<file path="config.mk">
export PLATFORM = sky130hd
export DESIGN_NAME = timer
export DESIGN_NICKNAME = d
export VERILOG_FILES = /design/src/rtl/timer.sv
export SDC_FILE = /design/constraint.sdc
export NUM_CORES = 1
export LEC_CHECK = 0
export CORE_MARGIN = 5
export CORE_UTILIZATION = 55
export CTS_BUF_LIST = sky130_fd_sc_hd__clkbuf_16
export DETAILED_ROUTE_END_ITERATION = 8
export PLACE_DENSITY = 0.78
export SLEW_MARGIN = 40
export SYNTH_ARGS = -nofsm -noshare
export SYNTH_HDL_FRONTEND = slang
export SYNTH_SLANG_ARGS = --single-unit
</file>
<file path="constraint.sdc">
create_clock -name clk -period 3.3 [get_ports clk]
set_input_delay 0.99 -clock clk [delete_from_list [all_inputs] [get_ports clk]]
set_output_delay 0.99 -clock clk [all_outputs]
set_load 0.01 [all_outputs]
</file>
<file path="src/rtl/timer.sv">
// CHIP-8 countdown timer (delay/sound): loads an 8-bit value and decrements it at TICK_HZ until zero.
// Optional `active` output is built when TIMER_ACTIVE_EN is defined.
module timer #(
  parameter int fps     = 27000000,
  parameter int TICK_HZ = 60
) (
  input  logic       clk,
  input  logic       rst,
  input  logic       set,
  input  logic [7:0] time_in,
  output logic [7:0] time_out
`ifdef TIMER_ACTIVE_EN
  ,
  output logic       active
`endif
);

  localparam int DIV_RAW = fps / TICK_HZ;
  localparam int DIV     = (DIV_RAW < 1) ? 1 : DIV_RAW;
  localparam int PRE_W   = (DIV > 2) ? $clog2(DIV) : 1;
  localparam logic [PRE_W-1:0] PRE_LAST = PRE_W'(DIV - 1);

  logic [PRE_W-1:0] r_pre;
  logic [7:0]       r_time;
  logic             w_tick;
  logic [PRE_W-1:0] w_pre_next;
  logic [7:0]       w_time_next;

  // With DIV == 1 the prescaler sits at 0 and ticks every cycle.
  always_comb begin
    w_tick      = (r_pre == PRE_LAST);
    w_pre_next  = w_tick ? '0 : r_pre + 1'b1;
    w_time_next = r_time;
    if (set) begin
      w_time_next = time_in;
    end else if (w_tick && (r_time != 8'd0)) begin
      w_time_next = r_time - 8'd1;
    end
  end

  always_ff @(posedge clk) begin
    if (rst) begin
      r_pre  <= '0;
      r_time <= 8'd0;
    end else begin
      r_pre  <= set ? '0 : w_pre_next;
      r_time <= w_time_next;
    end
  end

  assign time_out = r_time;

`ifdef TIMER_ACTIVE_EN
  logic r_active;

  always_ff @(posedge clk) begin
    if (rst) begin
      r_active <= 1'b0;
    end else begin
      r_active <= (w_time_next != 8'd0);
    end
  end

  assign active = r_active;
`endif

endmodule

</file>
Word-level counts from Yosys, hierarchy flattened --
Index checks and enable logic that the tools add are counted.
Word-level totals: word-level logic and storage cells 11, bits of input ports 11, register bits 27, output and inout port bits 8
Operators by class: $add $sub $neg 2, reductions and logical operators 4, eq/ne operators 1, muxes and demuxes 2
Operator list (count):
- $add 19x1->19 const B | 1
- $eq 19x19->1 const B | 1
- $mux 8 | 2
- $reduce_bool 8->1 | 1
- $sub 8x1->8 const B | 1
- $reduce_or 3->1 | 1
- $reduce_bool 2->1 | 1
- $logic_and 1x1->1 | 1

Logic depth before layout (Yosys ltp) --
Gate-level depths: netlist of run 1.
word-level depth 4, gate-level depth with buffers 8, depth with buffers taken out 6

Worst setup path before layout of run 1 --
No wires, ideal clock.
path type reg2reg, start reg r_pre[0], end reg r_time[7], in the netlist time_out[7], buffers on the path 2, data arrival time 1853 ps, cell stages (with the launch flop) 8, library setup time 120 ps, required time 3180 ps, path slack 1327 ps, period minus slack after synthesis 1973 ps, cell sequence dfxtp_1 ha_1 buf_2 nand3_1 or4_1 buf_2 o31a_1 o31a_1
Between the ends: longest elaborated chain between the ends 3
Ends and longest elaborated chain:
- from (decl) | RTL line 23 | logic [PRE_W-1:0] r_pre;
- from (signal assigned) | RTL line 46 | r_pre <= set ? '0 : w_pre_next;
- $eq 19x19->1 | RTL line 31 | w_tick = (r_pre == PRE_LAST);
- $logic_and 1x1->1 | RTL line 36 | end else if (w_tick && (r_time != 8'd0)) begin
- $reduce_bool 2->1 (no line)
- to (signal assigned) | RTL line 47 | r_time <= w_time_next;
- to (decl) | RTL line 24 | logic [7:0] r_time;
No other way between the ends. A chain may end at the register's enable or synchronous reset.

Worst setup path after layout of run 1 --
start reg r_time[2], in the netlist time_out[2], end out time_out[2]
RTL lines:
- to (decl) | RTL line 11 | output logic [7:0] time_out
No word-level cell between the ends.

==> results of run 1 <==
==> metrics by stage <==
step	hold slack [ns]	util, %	std cells
5_1_grt	0.4720	65.30	224
2_1_floorplan	0.4127	-	182
6_report	0.4388	65.30	224
3_3_place_gp	0.4320	62.37	220
4_1_cts	0.4440	65.30	224
3_5_place_dp	0.4349	62.37	220
==> layer usage <==
layer | GRT usage, % | vias to the layer above | part of all wire (%)
li1 | - | 691 | -
met1 | 22.62 | 658 | 46
met2 | 27.98 | 25 | 48
met3 | 5.586 | 6 | 4.2
met4 | 3.979 | 0 | 0.94
met5 | 0 | - | 0
==> layout by cell type (no fill, tap or decap), types with 2 or more instances in the layout <==
cell / n
nand3b_1: 2
xor2_1: 12
a311oi_1: 3
nor3b_1: 3
clkbuf_16: 3
o21ai_0: 7
nor4_1: 5
clkdlybuf4s50_1: 18
dfxtp_1: 27
nor3_1: 4
or3_1: 5
o31ai_1: 3
nand2_1: 7
nand3_1: 12
nand4_1: 10
inv_1: 9
ha_1: 3
o31a_1: 2
nor2_1: 20
and4_1: 4
or4_1: 3
nand2b_1: 3
a21oi_1: 7
and2_1: 2
==> how the worst max path moves through the flow <==
stage / start / endpoint / slack (ns) / cells past startpoint
2_1_floorplan: r_pre[0] / time_out[7] / 1.33 / 7
6_report: time_out[2] / time_out[2] / 0.95 / 1
5_1_grt: r_pre[0] / time_out[2] / 0.84 / 5
3_5_place_dp: rst / r_pre[16] / 0.78 / 4
3_3_place_gp: rst / r_pre[15] / 0.85 / 4
4_1_cts: time_out[2] / time_out[2] / 0.95 / 1
==> power by group through the flow <==
stage	Sequential, mW	Clock [mW]	Combinational (mW)
after detailed placement	0.352	0	0.0816
final	0.345	0.270	0.0826
after global placement	0.352	0	0.0800
after CTS	0.345	0.272	0.0823
after floorplan	0.352	0	0.0454
after global routing	0.346	0.296	0.0903
==> worst register-to-register path, delay by kind of cell (launching register included) <==
| kind | cells | cell delay (ns) |
|---|---|---|
| flops | 1 | 0.34 |
| simple gates | 3 | 1.02 |
| compound gates | 1 | 0.50 |
| fa+ha+maj | 1 | 0.32 |
==> final cells by class <==
cell class / instances / area (um2) / share of cell area, %
clock buffers: 3 / 75.07 / 4.280
clock inverters: 1 / 3.754 / 0.2140
inverters: 8 / 30.03 / 1.712
multi-input cells: 135 / 878.3 / 50.07
flip-flops and latches: 27 / 540.5 / 30.81
well taps: 31 / 38.79 / 2.211
repair buffers: 19 / 187.7 / 10.70
==> registers in the layout, indices dropped and copies added (netlist names) <==
| name | count |
|---|---|
| time_out | 8 |
| r_pre | 19 |
==> logic make-up after synthesis <==
kind of cell,count (synthesis),share of synthesized area (%)
and+or+nand+nor,89,34.50
AOI/OAI and AO/OA,30,13.92
buffers and inverters,20,5.500
xor gates and xnor gates,13,7.583
adders and majority gates,3,2.500
DFF,27,36.00
==> metrics.cfg, run 1 <==
[outcome]
status = completed

[die]
row_count = 19
ios = 19
initial_core_util_pct = 55.89
coreArea_um2 = 2686
die_area_um2 = 3875
die_w_um = 62.25
die_y_um = 62.25

[power]
power_frac_comb_pct = 11.8
max-vdd-ir-drop_mv = 0.3233
total_power_mw = 0.6969
swShare_pct = 22.82
internal-power_mw = 0.5379
seqPwrFrac_pct = 49.5
power_frac_clock_pct = 38.7
leakage_nw = 0.5974
p_per_area_nw_per_um2 = 397.3
p_sw_mw = 0.1590

[synthesis]
synth_top_area_share_pct = 36.00
syn_avg_cell_area_um2 = 8.250
syn_nets = 196
synth_edf_count = 0
ys_async_sr_fraction_pct = 0
netlist_area_um2 = 1501
ys_warn_count = 0
yosys-top-cells-count = dfxtp_1 (27), nor2_1 (20), nand3_1 (12), xor2_1 (12), nand4_1 (10)
synth-seq-area-share_pct = 36.00
synth_top_area_cell = dfxtp_1
ys.flop_type = dfxtp_1
synthCells = 182
synth-seq-cells = 27
synth.distinct_cells = 43
synth_area_leaders = dfxtp_1 (36%), xor2_1 (7.0%), nor2_1 (5.0%)
synth.most_common_cell = dfxtp_1

[placed_design]
dp_hpwl_um = 2372
place_congestion = 0.8740
place_area_um2 = 1675
numPortBuffers = 18
place_ws_ns = 0.7794

[cts]
root_buffer = clkbuf_16
clk_latency_ns = 0.26
cts_made_buffers = 3
clockBufferDepth = 2
hold_buffers = 0
htreeDepth = 1
cts.sinks = 27
path_clk_slew_ns = 0.06
tritoncts = built
post_cts_buffers = 0
postCtsResizedCells = 0

[worst_setup_path]
r2r_slack_ns = 0.99
regToRegEndpoint = r_pre[14]
crit_family = buffers and inverters
timing.rr.start = r_pre[0]
path_max_fanout = 9
slowest_stage = clkdlybuf4s50_1
endpoint_kind = output port
max_stage_delay_ns = 0.60
crit_chain = clkdlybuf4s50_1
reg2reg_depth = 5
critical_path_class = reg2out
arrival_ns = 1.36
cp-start-kind = flip-flop
critPathBufInv = 1
crit_required_ns = 2.31

[worst_hold_path]
whs_endpoint = r_pre[0]
hold_class = reg2reg
hold_depth = 1
hp-start = r_pre[0]

[timing]
hold_viol_final = 0
skew_ns = 0.001601
period_share_pct = 71.24
setup_violations = 0
worst_slack_ns = 0.9489
slew_headroom_pct = 56.52
maxSlewViolCount = 0
max_freq_mhz = 425.3
tightestPinTransition_ns = 0.6468
timing.setup.tns_ns = 0
rsz0062_at_grt = no
fin_crit_ns = 2.351

[detailed_routing]
post_drt_wl_per_cell_um = 14.74
firstDrtPassIters = 7
first_iter_violations = 62
antenna_left = 0
drc = 0
vias = 1380
vias_per_cell = 6.161
finalWirelength_um = 3302

[finish]
final_cell_area_um2 = 1754
drive_above_1_share_pct = 4.663
num_antenna_cells = 0
syn2layout_area_growth_pct = 16.83
fill_cells = 232
nets = 208

[global_route]
grt_pass1_wl_um = 5747
grt_max_degree = 19
antenna_found_initial = 0
grt.total_usage_pct = 17.40
first_global_vias = 1282
overflow = 0

[job]
max-cap-violations = 0

(Power assumes the default switching activity.)
==> inputs of run 2 (changes only) <==
- CORE_UTILIZATION: 55 -> 54
- PLACE_DENSITY: 0.78 -> 0.77
- clock period: 3.3 -> 2.3 ns (I/O delays scaled with it)
==> metrics.cfg, run 2 (same netlist as run 1, synthesis figures left out) <==
[cts]
tritoncts = built
clockBufferDepth = 2
root_buffer = clkbuf_16
htreeDepth = 1
clk_latency_ns = 0.26
post_cts_buffers = 0
hold_buffers = 0
postCtsResizedCells = 0
cts.sinks = 27
cts_made_buffers = 3
path_clk_slew_ns = 0.07

[global_route]
grt_pass1_wl_um = 5858
grt.total_usage_pct = 17.62
antenna_found_initial = 0
overflow = 0
first_global_vias = 1318
grt_max_degree = 19

[job]
max-cap-violations = 0

[die]
ios = 19
coreArea_um2 = 2710
initial_core_util_pct = 55.40
die_y_um = 62.73
row_count = 19
die_area_um2 = 3935
die_w_um = 62.73

[timing]
max_freq_mhz = 488.1
timing.setup.tns_ns = 0
hold_viol_final = 0
period_share_pct = 89.07
fin_crit_ns = 2.049
setup_violations = 0
tightestPinTransition_ns = 0.5385
rsz0062_at_grt = no
skew_ns = 0.002207
slew_headroom_pct = 63.77
maxSlewViolCount = 0
worst_slack_ns = 0.2514

[detailed_routing]
vias = 1422
firstDrtPassIters = 4
drc = 0
vias_per_cell = 6.156
route.met2.wl_um = 1755
top_layer = met4
wl_met1_um = 1397
wl_met3_um = 187
first_iter_violations = 122
post_drt_wl_per_cell_um = 14.78
antenna_left = 0
finalWirelength_um = 3415

[worst_setup_path]
path_max_fanout = 9
crit_required_ns = 2.45
r2r_slack_ns = 0.25
regToRegEndpoint = time_out[7]
reg2reg_depth = 5
endpoint_kind = flip-flop
arrival_ns = 2.20
timing.rr.start = r_pre[0]
critical_path_class = reg2reg
cp-start-kind = flip-flop

[placed_design]
numPortBuffers = 18
place_congestion = 0.9123
place_ws_ns = 0.2664
dp_hpwl_um = 2460

[finish]
nets = 215
drive_above_1_share_pct = 8.500
num_antenna_cells = 0
top_register = r_pre
final_common_cell = dfxtp_1
layout_common_cells = dfxtp_1 (27), nor2_1 (20), clkdlybuf4s50_1 (18)
syn2layout_area_growth_pct = 21.25
largest_reg_flops = 19

[worst_hold_path]
hp-start = r_pre[0]
whs_endpoint = r_pre[0]
hold_class = reg2reg
hold_depth = 1

[power]
p_per_area_nw_per_um2 = 557.9
total_power_mw = 1.016
max-vdd-ir-drop_mv = 0.4507
leakage_nw = 0.6368

[outcome]
status = completed

-- run 2: cell count changes in the layout (fill, tap and decap cells not counted) --
cell      previous run  this run
buf_4                1         7
inv_1                9         8
buf_12               0         1
clkinv_2             0         1
-- run 2: final cells by class --
cell class | instances | area, um2
sequential | 27 | 540.5
multi-input combinational | 135 | 878.3
timing repair buffer | 26 | 252.7
clock buffer | 3 | 75.07
tap | 31 | 38.79
clock inverter | 1 | 5.005
fill | 224 | 889.6
inverter | 8 | 30.03
-- run 2: metal layers --
layer	up-vias	global-route usage, %
met4	0	6.897
met2	46	31.35
met3	9	3.417
met5	-	0
met1	670	20.48
li1	697	-
-- run 2: worst max-delay path by stage --
stage                            from          end  slack (ns)
after global routing      time_out[0]  time_out[2]        0.10
after global placement       r_pre[0]  time_out[7]        0.35
final                        r_pre[0]  time_out[7]        0.25
after floorplan              r_pre[0]  time_out[7]        0.33
after CTS                    r_pre[0]  time_out[7]        0.24
after detailed placement          set  time_out[2]        0.27
-- run 2: critical path, stage by stage (launching register included) --
cell	delay, ns
dfxtp_1	0.35
ha_1	0.18
nand3_1	0.14
or4_1	0.69
o31a_1	0.34
o31a_1	0.23
-- run 2: per-stage QoR --
stage / area [um2] / util [%] / hold WS [ns] / std cells
after floorplan: 1501 / - / 0.4127 / 182
after global placement: 1740 / 64.22 / 0.4219 / 227
after detailed placement: 1740 / 64.22 / 0.4370 / 227
after CTS: 1821 / 67.17 / 0.4491 / 231
after global routing: 1821 / 67.17 / 0.4669 / 231
final: 1821 / 67.17 / 0.4463 / 231
-- run 2: report_power, final --
group | total, mW | internal (mW) | switching, mW
logic | 0.127 | 0.0671 | 0.0603
registers | 0.494 | 0.479 | 0.0148
clock network | 0.394 | 0.235 | 0.160
==> inputs of run 3 (changes only) <==
- CORE_MARGIN: 5 -> 2
- CTS_CLUSTER_SIZE: not set -> 16
==> metrics.cfg, run 3 (same netlist as run 1, synthesis figures left out) <==
[cts]
htreeDepth = 1
clockBufferDepth = 2
tritoncts = built
clk_latency_ns = 0.26
post_cts_buffers = 0
cts_made_buffers = 3
hold_buffers = 0
path_clk_slew_ns = 0.06
postCtsResizedCells = 0
root_buffer = clkbuf_16
cts.sinks = 27

[timing]
skew_ns = 0.002027
max_freq_mhz = 476.4
tightestPinTransition_ns = 0.4708
fin_crit_ns = 2.099
timing.setup.tns_ns = 0
setup_violations = 0
period_share_pct = 91.26
slew_headroom_pct = 68.32
maxSlewViolCount = 0
worst_slack_ns = 0.2010
rsz0062_at_grt = no
hold_viol_final = 0

[finish]
num_antenna_cells = 0
final_common_cell = dfxtp_1
drive_above_1_share_pct = 7.071
nets = 213
syn2layout_area_growth_pct = 19.33
layout_common_cells = dfxtp_1 (27), nor2_1 (20), clkdlybuf4s50_1 (18)
largest_reg_flops = 19
final_cell_area_um2 = 1792
top_register = r_pre

[die]
die_area_um2 = 3218
die_w_um = 56.73
ios = 19
initial_core_util_pct = 55.89
coreArea_um2 = 2686
row_count = 19
die_y_um = 56.73

[worst_setup_path]
crit_family = simple AND/OR/NAND/NOR gates
path_max_fanout = 18
arrival_ns = 2.23
crit_required_ns = 2.43
cp-start-kind = flip-flop
critical_path_class = reg2reg
critPathBufInv = 0
timing.rr.start = r_pre[5]
endpoint_kind = flip-flop
crit_chain = or3b_1, or4_1, o21ai_4, nor2_1
critical_path.startpoint = r_pre[5]
max_stage_delay_ns = 0.63
slowest_stage = or4_1

[global_route]
grt_pass1_wl_um = 5761
first_global_vias = 1281
grt.total_usage_pct = 22.41
grt_max_degree = 19
overflow = 0
antenna_found_initial = 0

[placed_design]
place_area_um2 = 1713
numPortBuffers = 18
dp_hpwl_um = 2424
place_congestion = 0.8469
place_ws_ns = 0.1888

[detailed_routing]
antenna_left = 0
drc = 0
firstDrtPassIters = 4
vias = 1383
finalWirelength_um = 3317
vias_per_cell = 6.039
post_drt_wl_per_cell_um = 14.48
first_iter_violations = 47

[job]
max-cap-violations = 0

[worst_hold_path]
hp-start = r_pre[0]
hold_class = reg2reg

[power]
leakage_nw = 0.6227
p_per_area_nw_per_um2 = 560.8
max-vdd-ir-drop_mv = 0.4875

[outcome]
status = completed

==> run 3: cell types whose count changed in the layout (fill, tap and decap cells not counted) <==
cell,before,now
buf_4,7,6
clkinv_2,1,0
inv_1,8,9
buf_12,1,0
==> run 3: report_power, final <==
part | total, mW | internal (mW) | switching [mW] | leakage, nW
clock | 0.387 | 0.233 | 0.154 | 0.0423
sequential | 0.495 | 0.479 | 0.0159 | 0.220
combinational | 0.123 | 0.0638 | 0.0592 | 0.361
==> run 3: layer usage <==
| layer | global-route usage, % | wire [um] |
|---|---|---|
| met1 | 29.57 | 1529 |
| met3 | 3.687 | 117 |
| met4 | 6.977 | 40 |
| met5 | 0 | 0 |
| met2 | 37.38 | 1629 |
==> run 3: worst register-to-register path, stage by stage (launching register included) <==
cell	delay, ns
dfxtp_1	0.34
or3b_1	0.42
or4_1	0.63
o21ai_4	0.48
nor2_1	0.10
==> run 3: cell type report <==
type	count	area, um2
fillers	225	894.6
multi-input cells	135	878.3
clock inverters	1	3.754
flip-flops and latches	27	540.5
well taps	31	38.79
repair buffers	24	225.2
inverters	8	30.03
clock buffers	3	75.07
==> run 3: path summary, 6_finish.rpt <==
path / to / slack, ns / cells past startpoint
min: r_pre[0] / 0.45 / 1
max reg2reg: r_pre[12] / 0.20 / 4
min reg2reg: r_pre[0] / 0.45 / 1
max: r_pre[12] / 0.20 / 4
==> run 3: metrics by stage <==
stage / utilization, % / std cells / power [mW] / hold WS [ns]
finish: 66.70 / 229 / 1.005 / 0.4469
detailed placement: 63.76 / 225 / 0.6260 / 0.4437
global route: 66.70 / 229 / 1.046 / 0.4683
floorplan: - / 182 / 0.5706 / 0.4127
global placement: 63.76 / 225 / 0.6233 / 0.4220
CTS: 66.70 / 229 / 1.014 / 0.4546
